--- config.mk ---
export PLATFORM = sky130hd
export DESIGN_NAME = uart_word_tx
export DESIGN_NICKNAME = d
export VERILOG_FILES = /design/src/rtl/uart_word_tx.sv
export SDC_FILE = /design/constraint.sdc
export NUM_CORES = 1
export LEC_CHECK = 0
export CAP_MARGIN = 20
export CORE_ASPECT_RATIO = 1.4
export CORE_MARGIN = 1
export CORE_UTILIZATION = 53
export CTS_CLUSTER_DIAMETER = 30
export CTS_CLUSTER_SIZE = 20
export DETAILED_ROUTE_END_ITERATION = 16
export MAX_ROUTING_LAYER = met4
export PLACE_DENSITY = 0.77
export SLEW_MARGIN = 10
export SYNTH_ARGS = -nofsm -noshare
export SYNTH_HDL_FRONTEND = slang
export SYNTH_SLANG_ARGS = --single-unit
--- constraint.sdc ---
create_clock -name clk -period 3.95 [get_ports clk]
set_clock_uncertainty 0.05 [all_clocks]
set_input_delay 0.79 -clock clk [delete_from_list [all_inputs] [get_ports clk]]
set_output_delay 0.79 -clock clk [all_outputs]
set_load 0.02 [all_outputs]
--- src/rtl/uart_word_tx.sv ---
// 8N1 UART transmitter that sends 32-bit words of four chars, MSB byte first, through a 2-entry word FIFO.
// Define UART_TX_NEWLINE_EN to append 0x0A after each word as a fifth frame.
module uart_word_tx #(
  parameter int CLK_HZ = 100000000,
  parameter int BAUD   = 115200
) (
  input  logic        clk,
  input  logic        rst,
  input  logic [31:0] in_word,
  input  logic        in_valid,
  output logic        in_ready,
  output logic        tx,
  output logic        busy
);
  localparam int DIV = CLK_HZ / BAUD;
  localparam int CW  = (DIV > 1) ? $clog2(DIV) : 1;
`ifdef UART_TX_NEWLINE_EN
  localparam logic [2:0] LAST_BYTE = 3'd4;
`else
  localparam logic [2:0] LAST_BYTE = 3'd3;
`endif

  typedef enum logic [1:0] {IDLE, START, DATA, STOP} state_e;

  logic [31:0]   fifo_q [2];
  logic          wr_ptr_q, rd_ptr_q;
  logic [1:0]    count_q, count_d;
  logic [31:0]   head;
  state_e        state_q;
  logic [CW-1:0] cnt_q;
  logic [2:0]    bit_idx_q, byte_idx_q;
  logic [31:0]   word_q;
  logic [7:0]    byte_q;
  logic          tx_q, busy_q;
  logic          push, pop, bit_end, last_byte;

  assign in_ready  = (count_q < 2'd2);
  assign push      = in_valid && in_ready;
  assign head      = fifo_q[rd_ptr_q];
  assign bit_end   = (cnt_q == CW'(DIV - 1));
  assign last_byte = (byte_idx_q == LAST_BYTE);
  assign tx        = tx_q;
  assign busy      = busy_q;

  // Pop either from idle or at the end of the last stop bit, so back-to-back words have no gap.
  always_comb begin
    pop = 1'b0;
    if (count_q != 2'd0) begin
      if (state_q == IDLE) pop = 1'b1;
      else if (state_q == STOP && bit_end && last_byte) pop = 1'b1;
    end
  end

  always_comb begin
    count_d = count_q;
    if (push && !pop)      count_d = count_q + 2'd1;
    else if (!push && pop) count_d = count_q - 2'd1;
  end

  always_ff @(posedge clk) begin
    if (rst) begin
      wr_ptr_q <= 1'b0;
      rd_ptr_q <= 1'b0;
      count_q  <= 2'd0;
    end else begin
      if (push) begin
        fifo_q[wr_ptr_q] <= in_word;
        wr_ptr_q         <= ~wr_ptr_q;
      end
      if (pop) rd_ptr_q <= ~rd_ptr_q;
      count_q <= count_d;
    end
  end

  always_ff @(posedge clk) begin
    if (rst) begin
      state_q    <= IDLE;
      cnt_q      <= '0;
      bit_idx_q  <= 3'd0;
      byte_idx_q <= 3'd0;
      word_q     <= 32'd0;
      byte_q     <= 8'd0;
      tx_q       <= 1'b1;
      busy_q     <= 1'b0;
    end else begin
      cnt_q <= bit_end ? '0 : cnt_q + 1'b1;
      case (state_q)
        IDLE: begin
          cnt_q <= '0;
          if (pop) begin
            state_q    <= START;
            tx_q       <= 1'b0;
            busy_q     <= 1'b1;
            byte_idx_q <= 3'd0;
            byte_q     <= head[31:24];
            word_q     <= {head[23:0], 8'h00};
          end
        end
        START: if (bit_end) begin
          state_q   <= DATA;
          tx_q      <= byte_q[0];
          byte_q    <= {1'b0, byte_q[7:1]};
          bit_idx_q <= 3'd0;
        end
        DATA: if (bit_end) begin
          if (bit_idx_q == 3'd7) begin
            state_q <= STOP;
            tx_q    <= 1'b1;
          end else begin
            tx_q      <= byte_q[0];
            byte_q    <= {1'b0, byte_q[7:1]};
            bit_idx_q <= bit_idx_q + 3'd1;
          end
        end
        STOP: if (bit_end) begin
          if (!last_byte) begin
            state_q    <= START;
            tx_q       <= 1'b0;
            byte_idx_q <= byte_idx_q + 3'd1;
            // Byte index 3 only reaches here when the newline frame is enabled.
            byte_q     <= (byte_idx_q == 3'd3) ? 8'h0A : word_q[31:24];
            word_q     <= {word_q[23:0], 8'h00};
          end else if (pop) begin
            state_q    <= START;
            tx_q       <= 1'b0;
            byte_idx_q <= 3'd0;
            byte_q     <= head[31:24];
            word_q     <= {head[23:0], 8'h00};
          end else begin
            state_q <= IDLE;
            busy_q  <= 1'b0;
          end
        end
        default: state_q <= IDLE;
      endcase
    end
  end
endmodule

Yosys cells after proc, flatten, opt, wreduce, memory -nomap -nowiden
Memory sizes are Yosys's and may differ from the RTL's. A register that Yosys moved wholly into a read port is not among the register bits.
Cells that the tools add are included.

cells by class
  add/sub/neg operators = 5
  $lt $le $gt $ge = 1
  eq/ne operators = 14
  muxes and demuxes = 49
  bitwise gates (word level) = 2
  reductions and logical operators = 19

operators with widths
  operator               number
  $mux 32                3
  $pmux 32 s2            1
  $mux 8                 6
  $pmux 8 s4             1
  $mux 1                 20
  $mux 3                 6
  $ne 2x2->1 const B     8
  $mux 2                 7
  $pmux 3 s2             2
  $add 10x1->10 const B  1
  $eq 10x10->1 const B   1
  $reduce_and 5->1       2
  $pmux 2 s4             1
  $reduce_and 4->1       2
  $reduce_bool 2->1      4
  $add 3x1->3 const B    2
  $logic_and 1x1->1      5
  $eq 2x2->1 const B     2
  $pmux 1 s4             1
  $eq 3x2->1 const B     1
  $eq 3x3->1 const B     1
  $reduce_and 3->1       1
  $reduce_or 3->1        1
  $add 2x1->2 const B    1
  other kinds (8)        10

storage, ports and cells
  register bits after elaboration = 64
  memory bits (writable) = 64
  input bits = 35
  output and inout bits = 3
  word-level logic and storage cells = 102
  memories kept = 1

memory list
  memory  words  width  rd ports  clocked after Yosys merged registers in  wr ports  line  source
  fifo_q  2      32     1         1                                        1         25    logic [31:0] fifo_q [2];

Depth between registers and ports, before layout
Gate-level depths: netlist (run 1).

  word-level depth = 10
  mapped depth = 8
  gate-level depth less buffers = 8

Least setup slack after synthesis (run 1)
No wires, ideal clock.

  kind = input port to flip-flop
  start point = in rst
  end point = mem fifo_q[0][0], enable pin
  setup time = 0.468 ns
  arrival = 3.560 ns
  required time = 3.432 ns
  slack = -0.128 ns
  cell stages on the path = 3
  buffers on the path = 2
  cells stage by stage = clkbuf_1 clkbuf_1 nor3b_1

between the ends
  word-level cells in the longest chain between the ends = 2

ends and longest elaborated chain
  item                          line  source
  from (decl)                   8     input logic rst,
  $mux 1                        61    if (rst) begin
  $mux 1 (not written as such)  67    fifo_q[wr_ptr_q] <= in_word;
  to (decl)                     25

Every way passes these cells.

Final worst setup path (run 1)
  start point = reg state_q[0]
  end point = reg count_q[1]

between the ends
  word-level cells in the longest chain between the ends = 9
  elaborated cells on any way between the ends = 12
  those cells by class = eq/ne: 1; mux: 4; reduce/logical: 7

ends and longest elaborated chain
  item                                                line  source
  from (decl)                                         29    state_e state_q;
  from (signal assigned)                              77    state_q <= IDLE;
  from (signal assigned)                              91    state_q <= START;
  from (signal assigned)                              100   state_q <= DATA;
  $eq 2x2->1                                          50    else if (state_q == STOP && bit_end && last_byte) pop = 1'b1;
  $logic_and 1x1->1 (2 in series)                     50
  $mux 1                                              50
  $mux 1 (*)                                          49    if (state_q == IDLE) pop = 1'b1;
  $mux 1 (*)                                          48    if (count_q != 2'd0) begin
  $logic_not 1->1                                     56    if (push && !pop) count_d = count_q + 2'd1;
  $logic_and 1x1->1                                   56
  $mux 2 / $reduce_bool 2->1 (equally long branches)  n/a
  to (signal assigned)                                71    count_q <= count_d;
  to (decl)                                           27    logic [1:0] count_q, count_d;

Every way passes the cells marked *; elsewhere a longest branch is shown, timed or not.
A chain may end at the register's enable or synchronous reset.

==> run_results.csv, run 1 <==
group,metric,value,unit
run_status,outcome,"completed",
synth,synth_cell_types,52,
sta,setup_viol,0,
floorplan,num_rows,43,
routing,drt_iter0_markers,319,
synth,synth_ff_type,"dfxtp_1",
synth,yosys_register_bits,129,
floorplan,ios,38,
worst_setup_path,start_kind,"flip-flop",
cts,clock_latency,0.41,ns
power_and_ir_drop,pwr-share-seq,0.395,
final_layout,fin_area,6467,um2
final_layout,area_growth,20.41,%
routing,detail_route.wl_per_cell,16.88,um
final_layout,instances_no_fill,605,
routing,first_pass_iters,4,
grt,grt-ovfl-total,0,
synth,yosysTopAreaCellShare,0.3578,
worst_hold_path,hold_class,"flip-flop to flip-flop",
placed_design,hpwlAfterDp,6558,um
synth,synth_warnings,0,
sta,min_period,2.732,ns
power_and_ir_drop,power.density,707.9,nW/um2
sta,tns,0,ns
sta,period_share,0.6917,
placed_design,place_inst,573,
floorplan,start_util,0.5426,
sta,finalHoldViolCount,0,
final_layout,final_core_util,0.6533,
sta,fmax,0.3660,GHz
cts,clock_sinks,129,
power_and_ir_drop,p_int,3.106,mW
grt,grt_pass1_wl,16800,um
worst_setup_path,crit_fanout,16,
routing,vias_per_cell,5.736,
worst_setup_path,crit_slowest_cell,"a31oi_1",
power_and_ir_drop,max-vdd-ir-drop,396.9,uV
cts,cts_made_buffers,17,
grt,grt_pass1_vias,3531,
final_layout,layout_common_cells,"dfxtp_1 (64), edfxtp_1 (64), clkdlybuf4s50_1 (37), mux2i_1 (33), o21ba_2 (24)",
worst_setup_path,crit_buf_inv,1,
placed_design,place.gp.congestion,0.8650,
grt,grt_max_degree,36,
synth,syn_inst,413,
final_layout,antenna_cells,0,
power_and_ir_drop,combPwrFrac,0.274,
floorplan,fp.dieW,87.08,um
synth,yosysTopAreaCell,"edfxtp_1",
power_and_ir_drop,power,4.578,mW
cts,ctsHoldBuffers,0,
synth,syn_nets,457,
floorplan,die_h,121.1,um
worst_setup_path,crit_arrival,3.02,ns
synth,ys_seq_area_frac,0.6000,
synth,netlist_area,5371,um2
routing,route.detailed.drc,0,
synth,synth-edff-count,64,
routing,via_count,3470,
grt,grt.total_usage,0.2212,
cts,cts_tree,"yes",
cts,cts.clk_slew.worst_paths,0.06,ns
cts,post_cts_buffers,0,
power_and_ir_drop,swShare,0.3216,
grt,grt_antenna_before_repair,0,
final_layout,nets,501,
cts,cts-root-buf,"clkbuf_16",
sta,max-slew-margin-rel,0.3043,
placed_design,dp_slack,1.256,ns
placed_design,port_buffers,37,
power_and_ir_drop,power_switching,1.473,mW
sta,rsz0062_at_grt,"no",
floorplan,dieArea,10550,um2
worst_setup_path,crit_family,"adder cells",
sta,fin_ws,1.218,ns
placed_design,placed_area,5886,um2
worst_setup_path,cp_slowest_stage_delay,0.63,ns
routing,postRouteAntennaNets,0,
worst_setup_path,crit_type,"flip-flop to flip-flop",
cts,htree_levels,4,
final_layout,drive_gt1_frac,0.2064,
sta,drv_slew,0,
flow_run,drv_cap,0,
routing,drt_wl_total,10210,um
synth,async_reset_ff_frac,0,
synth,syn_area_per_cell,13.01,um2
cts,cts_resized,0,
worst_setup_path,cp.required,4.24,ns
sta,hold_slack,0.4100,ns
power_and_ir_drop,p_clk_frac,0.331,
power_and_ir_drop,cellLeakagePower,2.207,nW
worst_setup_path,worstSetupEndpointType,"flip-flop",
synth,synth_area_leaders,"edfxtp_1 (36%), dfxtp_1 (24%), mux2i_1 (6.1%)",
floorplan,core,9899,um2
worst_setup_path,critPathMostFrequentCell,"ha_1",
cts,clock_path_buffers,2,
worst_setup_path,path_cells,"inv_1 -> ha_1 -> and2_1 -> a31oi_1 -> ha_1 -> or3_1 -> a21oi_1",
sta,worst_pin_slew,1.044,ns
synth_stat cells, drive strengths merged, types with 5 or more instances:
master and n:
nand3 7, nand2 11, xor2 9, mux2i 33, dfxtp 65, nor2 20
a22o 8, inv 5, o21ai 19, buf 8, a22oi 7, o21ba 24
edfxtp 64, a21oi 34, o221ai 24, clkbuf 12, and2 10, ha 9
metal layers:
metal | global-route usage | vias up | routed length [um]
li1 | - | 1681 | -
met5 | - | - | 0
met3 | 0.06327 | 27 | 367
met1 | 0.2443 | 1678 | 4213
met2 | 0.3588 | 84 | 5298
met4 | 0.1188 | 0 | 331
final cells by class:
class,instances,area [um2]
Multi-Input combinational cell,259,2043
Clock buffer,20,446.7
Tap cell,135,168.9
Fill cell,755,3432
Timing Repair Buffer,45,430.4
Inverter,5,18.77
Sequential cell,129,3224
Clock inverter,12,135.1
final timing paths:
kind	startpoint	endpoint	slack, ns	cells after the start
max	state_q[0]	count_q[1]	1.22	7
min	cnt_q[0]	cnt_q[0]	0.41	1
max reg2reg	state_q[0]	count_q[1]	1.22	7
min reg2reg	cnt_q[0]	cnt_q[0]	0.41	1
power groups by stage:
| stage | logic, mW | clock network (mW) | registers, mW |
|---|---|---|---|
| floorplan | 0.997 | 0 | 1.75 |
| finish | 1.25 | 1.51 | 1.81 |
| CTS | 1.25 | 1.53 | 1.81 |
| global placement | 1.20 | 0 | 1.82 |
| detailed placement | 1.24 | 0 | 1.83 |
| global route | 1.37 | 1.59 | 1.83 |
cell families after synthesis:
kind of cell             Yosys count  synth area share
flip-flops                       129            0.6000
buffers and inverters             25           0.02166
adder cells (fa/ha/maj)            9           0.02096
AO/OA/AOI/OAI                    126            0.1910
multiplexers                      35           0.06569
XOR/XNOR                          12           0.01957
AND/OR/NAND/NOR                   77           0.08106
worst register-to-register path, stage by stage, from the launching register on:
cell     delay (ns)
dfxtp_1        0.37
inv_1          0.12
ha_1           0.39
and2_1         0.22
a31oi_1        0.63
ha_1           0.40
or3_1          0.35
a21oi_1        0.14
state kept, by name, summed over array words and instances, names as in the netlist, named ones only:
signal / flops
bit_idx_q: 3
busy: 1
byte_idx_q: 3
byte_q: 8
cnt_q: 10
count_q: 2
fifo_q: 64
rd_ptr_q: 1
state_q: 2
tx: 1
word_q: 32
wr_ptr_q: 1
(Power assumes the default switching activity.)
==> run 2, diff against run 1 <==
- CORE_UTILIZATION: 53 -> 55
- PLACE_DENSITY: 0.77 -> 0.76
- clock period: 3.95 -> 2.8 ns (I/O delays scaled with it)
==> run_results.csv, run 2 (synthesis gave the netlist of run 1 again) <==
group,metric,value,unit
run_status,outcome,"completed",
final_layout,top_regs,"fifo_q: 64 flops, word_q: 32 flops, cnt_q: 10 flops",
floorplan,dieArea,10170,um2
cts,cts_tree,"yes",
final_layout,antenna_cells,0,
cts,ctsHoldBuffers,0,
sta,min_period,2.484,ns
routing,first_pass_iters,4,
sta,setup_viol,0,
cts,cts_resized,0,
floorplan,core,9459,um2
routing,drt_iter0_markers,167,
final_layout,ff_latch_area,3224,um2
sta,max-slew-margin-rel,0.5078,
routing,wl_met3,320,um
cts,cts.clk_slew.worst_paths,0.05,ns
routing,routed-wl-met2,5300,um
cts,clock_latency,0.40,ns
cts,post_cts_buffers,0,
power_and_ir_drop,pwr-share-seq,0.385,
sta,finalHoldViolCount,0,
power_and_ir_drop,swShare,0.3139,
sta,drv_slew,0,
placed_design,dp_slack,0.3888,ns
final_layout,layout_common_cells,"dfxtp_1 (64), edfxtp_1 (64), clkdlybuf4s50_1 (37), mux2i_1 (33), o21ba_2 (24)",
grt,grt_antenna_before_repair,0,
cts,cts-root-buf,"clkbuf_16",
worst_setup_path,worstSetupEndpointType,"flip-flop",
power_and_ir_drop,p_clk_frac,0.334,
floorplan,num_rows,42,
worst_setup_path,cp.required,3.07,ns
placed_design,hpwlAfterDp,6500,um
power_and_ir_drop,combPwrFrac,0.281,
grt,grt_pass1_wl,16960,um
final_layout,drive_gt1_frac,0.2093,
final_layout,largest_reg_flops,64,
flow_run,drv_cap,0,
cts,clock_path_buffers,2,
cts,htree_levels,4,
power_and_ir_drop,power,6.518,mW
sta,fmax,0.4026,GHz
final_layout,largest-register,"fifo_q",
routing,drt_wl_total,9953,um
final_layout,multi_input_area,2043,um2
grt,grt_pass1_vias,3601,
routing,top_layer,"met4",
sta,period_share,0.8871,
routing,wl_met1,4091,um
power_and_ir_drop,power.density,1001,nW/um2
sta,tns,0,ns
sta,rsz0062_at_grt,"no",
worst_setup_path,start_kind,"flip-flop",
sta,fin_ws,0.3162,ns
worst_hold_path,hold_class,"flip-flop to flip-flop",
routing,postRouteAntennaNets,0,
floorplan,fp.dieW,85.52,um
power_and_ir_drop,power_switching,2.046,mW
power_and_ir_drop,max-vdd-ir-drop,598.0,uV
final_layout,area_growth,21.17,%
floorplan,start_util,0.5679,
power_and_ir_drop,cellLeakagePower,2.242,nW
cts,cts_made_buffers,17,
routing,vias_per_cell,5.967,
cts,clock_sinks,129,
final_layout,fillers,665,
floorplan,die_h,118.9,um
placed_design,place.gp.congestion,0.8507,
routing,via_count,3479,
grt,grt_max_degree,48,
grt,grt.total_usage,0.2233,
grt,grt-ovfl-total,0,
worst_setup_path,crit_arrival,2.75,ns
worst_setup_path,crit_fanout,19,
sta,hold_slack,0.4055,ns
power_and_ir_drop,p_int,4.472,mW
floorplan,ios,38,
routing,detail_route.wl_per_cell,17.07,um
worst_setup_path,crit_type,"flip-flop to flip-flop",
final_layout,final_core_util,0.6881,
final_layout,nets,504,
placed_design,port_buffers,37,
routing,route.detailed.drc,0,
sta,worst_pin_slew,0.7326,ns
run 2: changes by cell type in the layout (fill, tap and decap cells not counted), sizes merged:
cell      previous run  this run
buf                  8        11
clkbuf              20        18
clkinv               5         7
bufinv               2         3
clkinvlp             4         3
run 2: worst max-delay path: stages (launching register included):
cell      delay, ns
dfxtp_1        0.37
ha_1           0.27
or3b_4         0.44
or3_4          0.38
o21ai_4        0.25
buf_4          0.30
o221ai_1       0.15
a21oi_1        0.19
run 2: worst paths after layout:
| path | startpoint | endpoint | slack (ns) | cells past startpoint |
|---|---|---|---|---|
| worst max-delay path | cnt_q[0] | word_q[11] | 0.32 | 7 |
| worst min register to register | bit_idx_q[2] | bit_idx_q[2] | 0.41 | 2 |
| worst max register to register | cnt_q[0] | word_q[11] | 0.32 | 7 |
| worst min-delay path | bit_idx_q[2] | bit_idx_q[2] | 0.41 | 2 |
run 2: metrics by stage:
step                      instance area [um2]  instances
final                                    6509        583
after detailed placement                 5914        551
after global placement                   5914        551
after CTS                                6509        583
after floorplan                          5376        413
after global routing                     6509        583
run 2: layer usage:
metal  up-vias  GRT usage
met3        21    0.04643
met2        86     0.3765
li1       1678          -
met1      1694     0.2517
met4         0     0.1063
met5         -          -
run 2: power by group through the flow:
stage	Sequential, mW	Clock, mW	Combinational (mW)
final	2.51	2.18	1.83
after global routing	2.54	2.28	2.00
after CTS	2.51	2.20	1.83
after detailed placement	2.54	0	1.81
after global placement	2.53	0	1.76
after floorplan	2.48	0	1.41
run 2: layout make-up:
| cell class | instances | share of cell area |
|---|---|---|
| Clock buffer | 18 | 0.06594 |
| Tap cell | 110 | 0.02115 |
| Sequential cell | 129 | 0.4954 |
| Timing Repair Buffer | 48 | 0.07536 |
| Clock inverter | 14 | 0.02537 |
| Multi-Input combinational cell | 259 | 0.3139 |
| Inverter | 5 | 0.002884 |
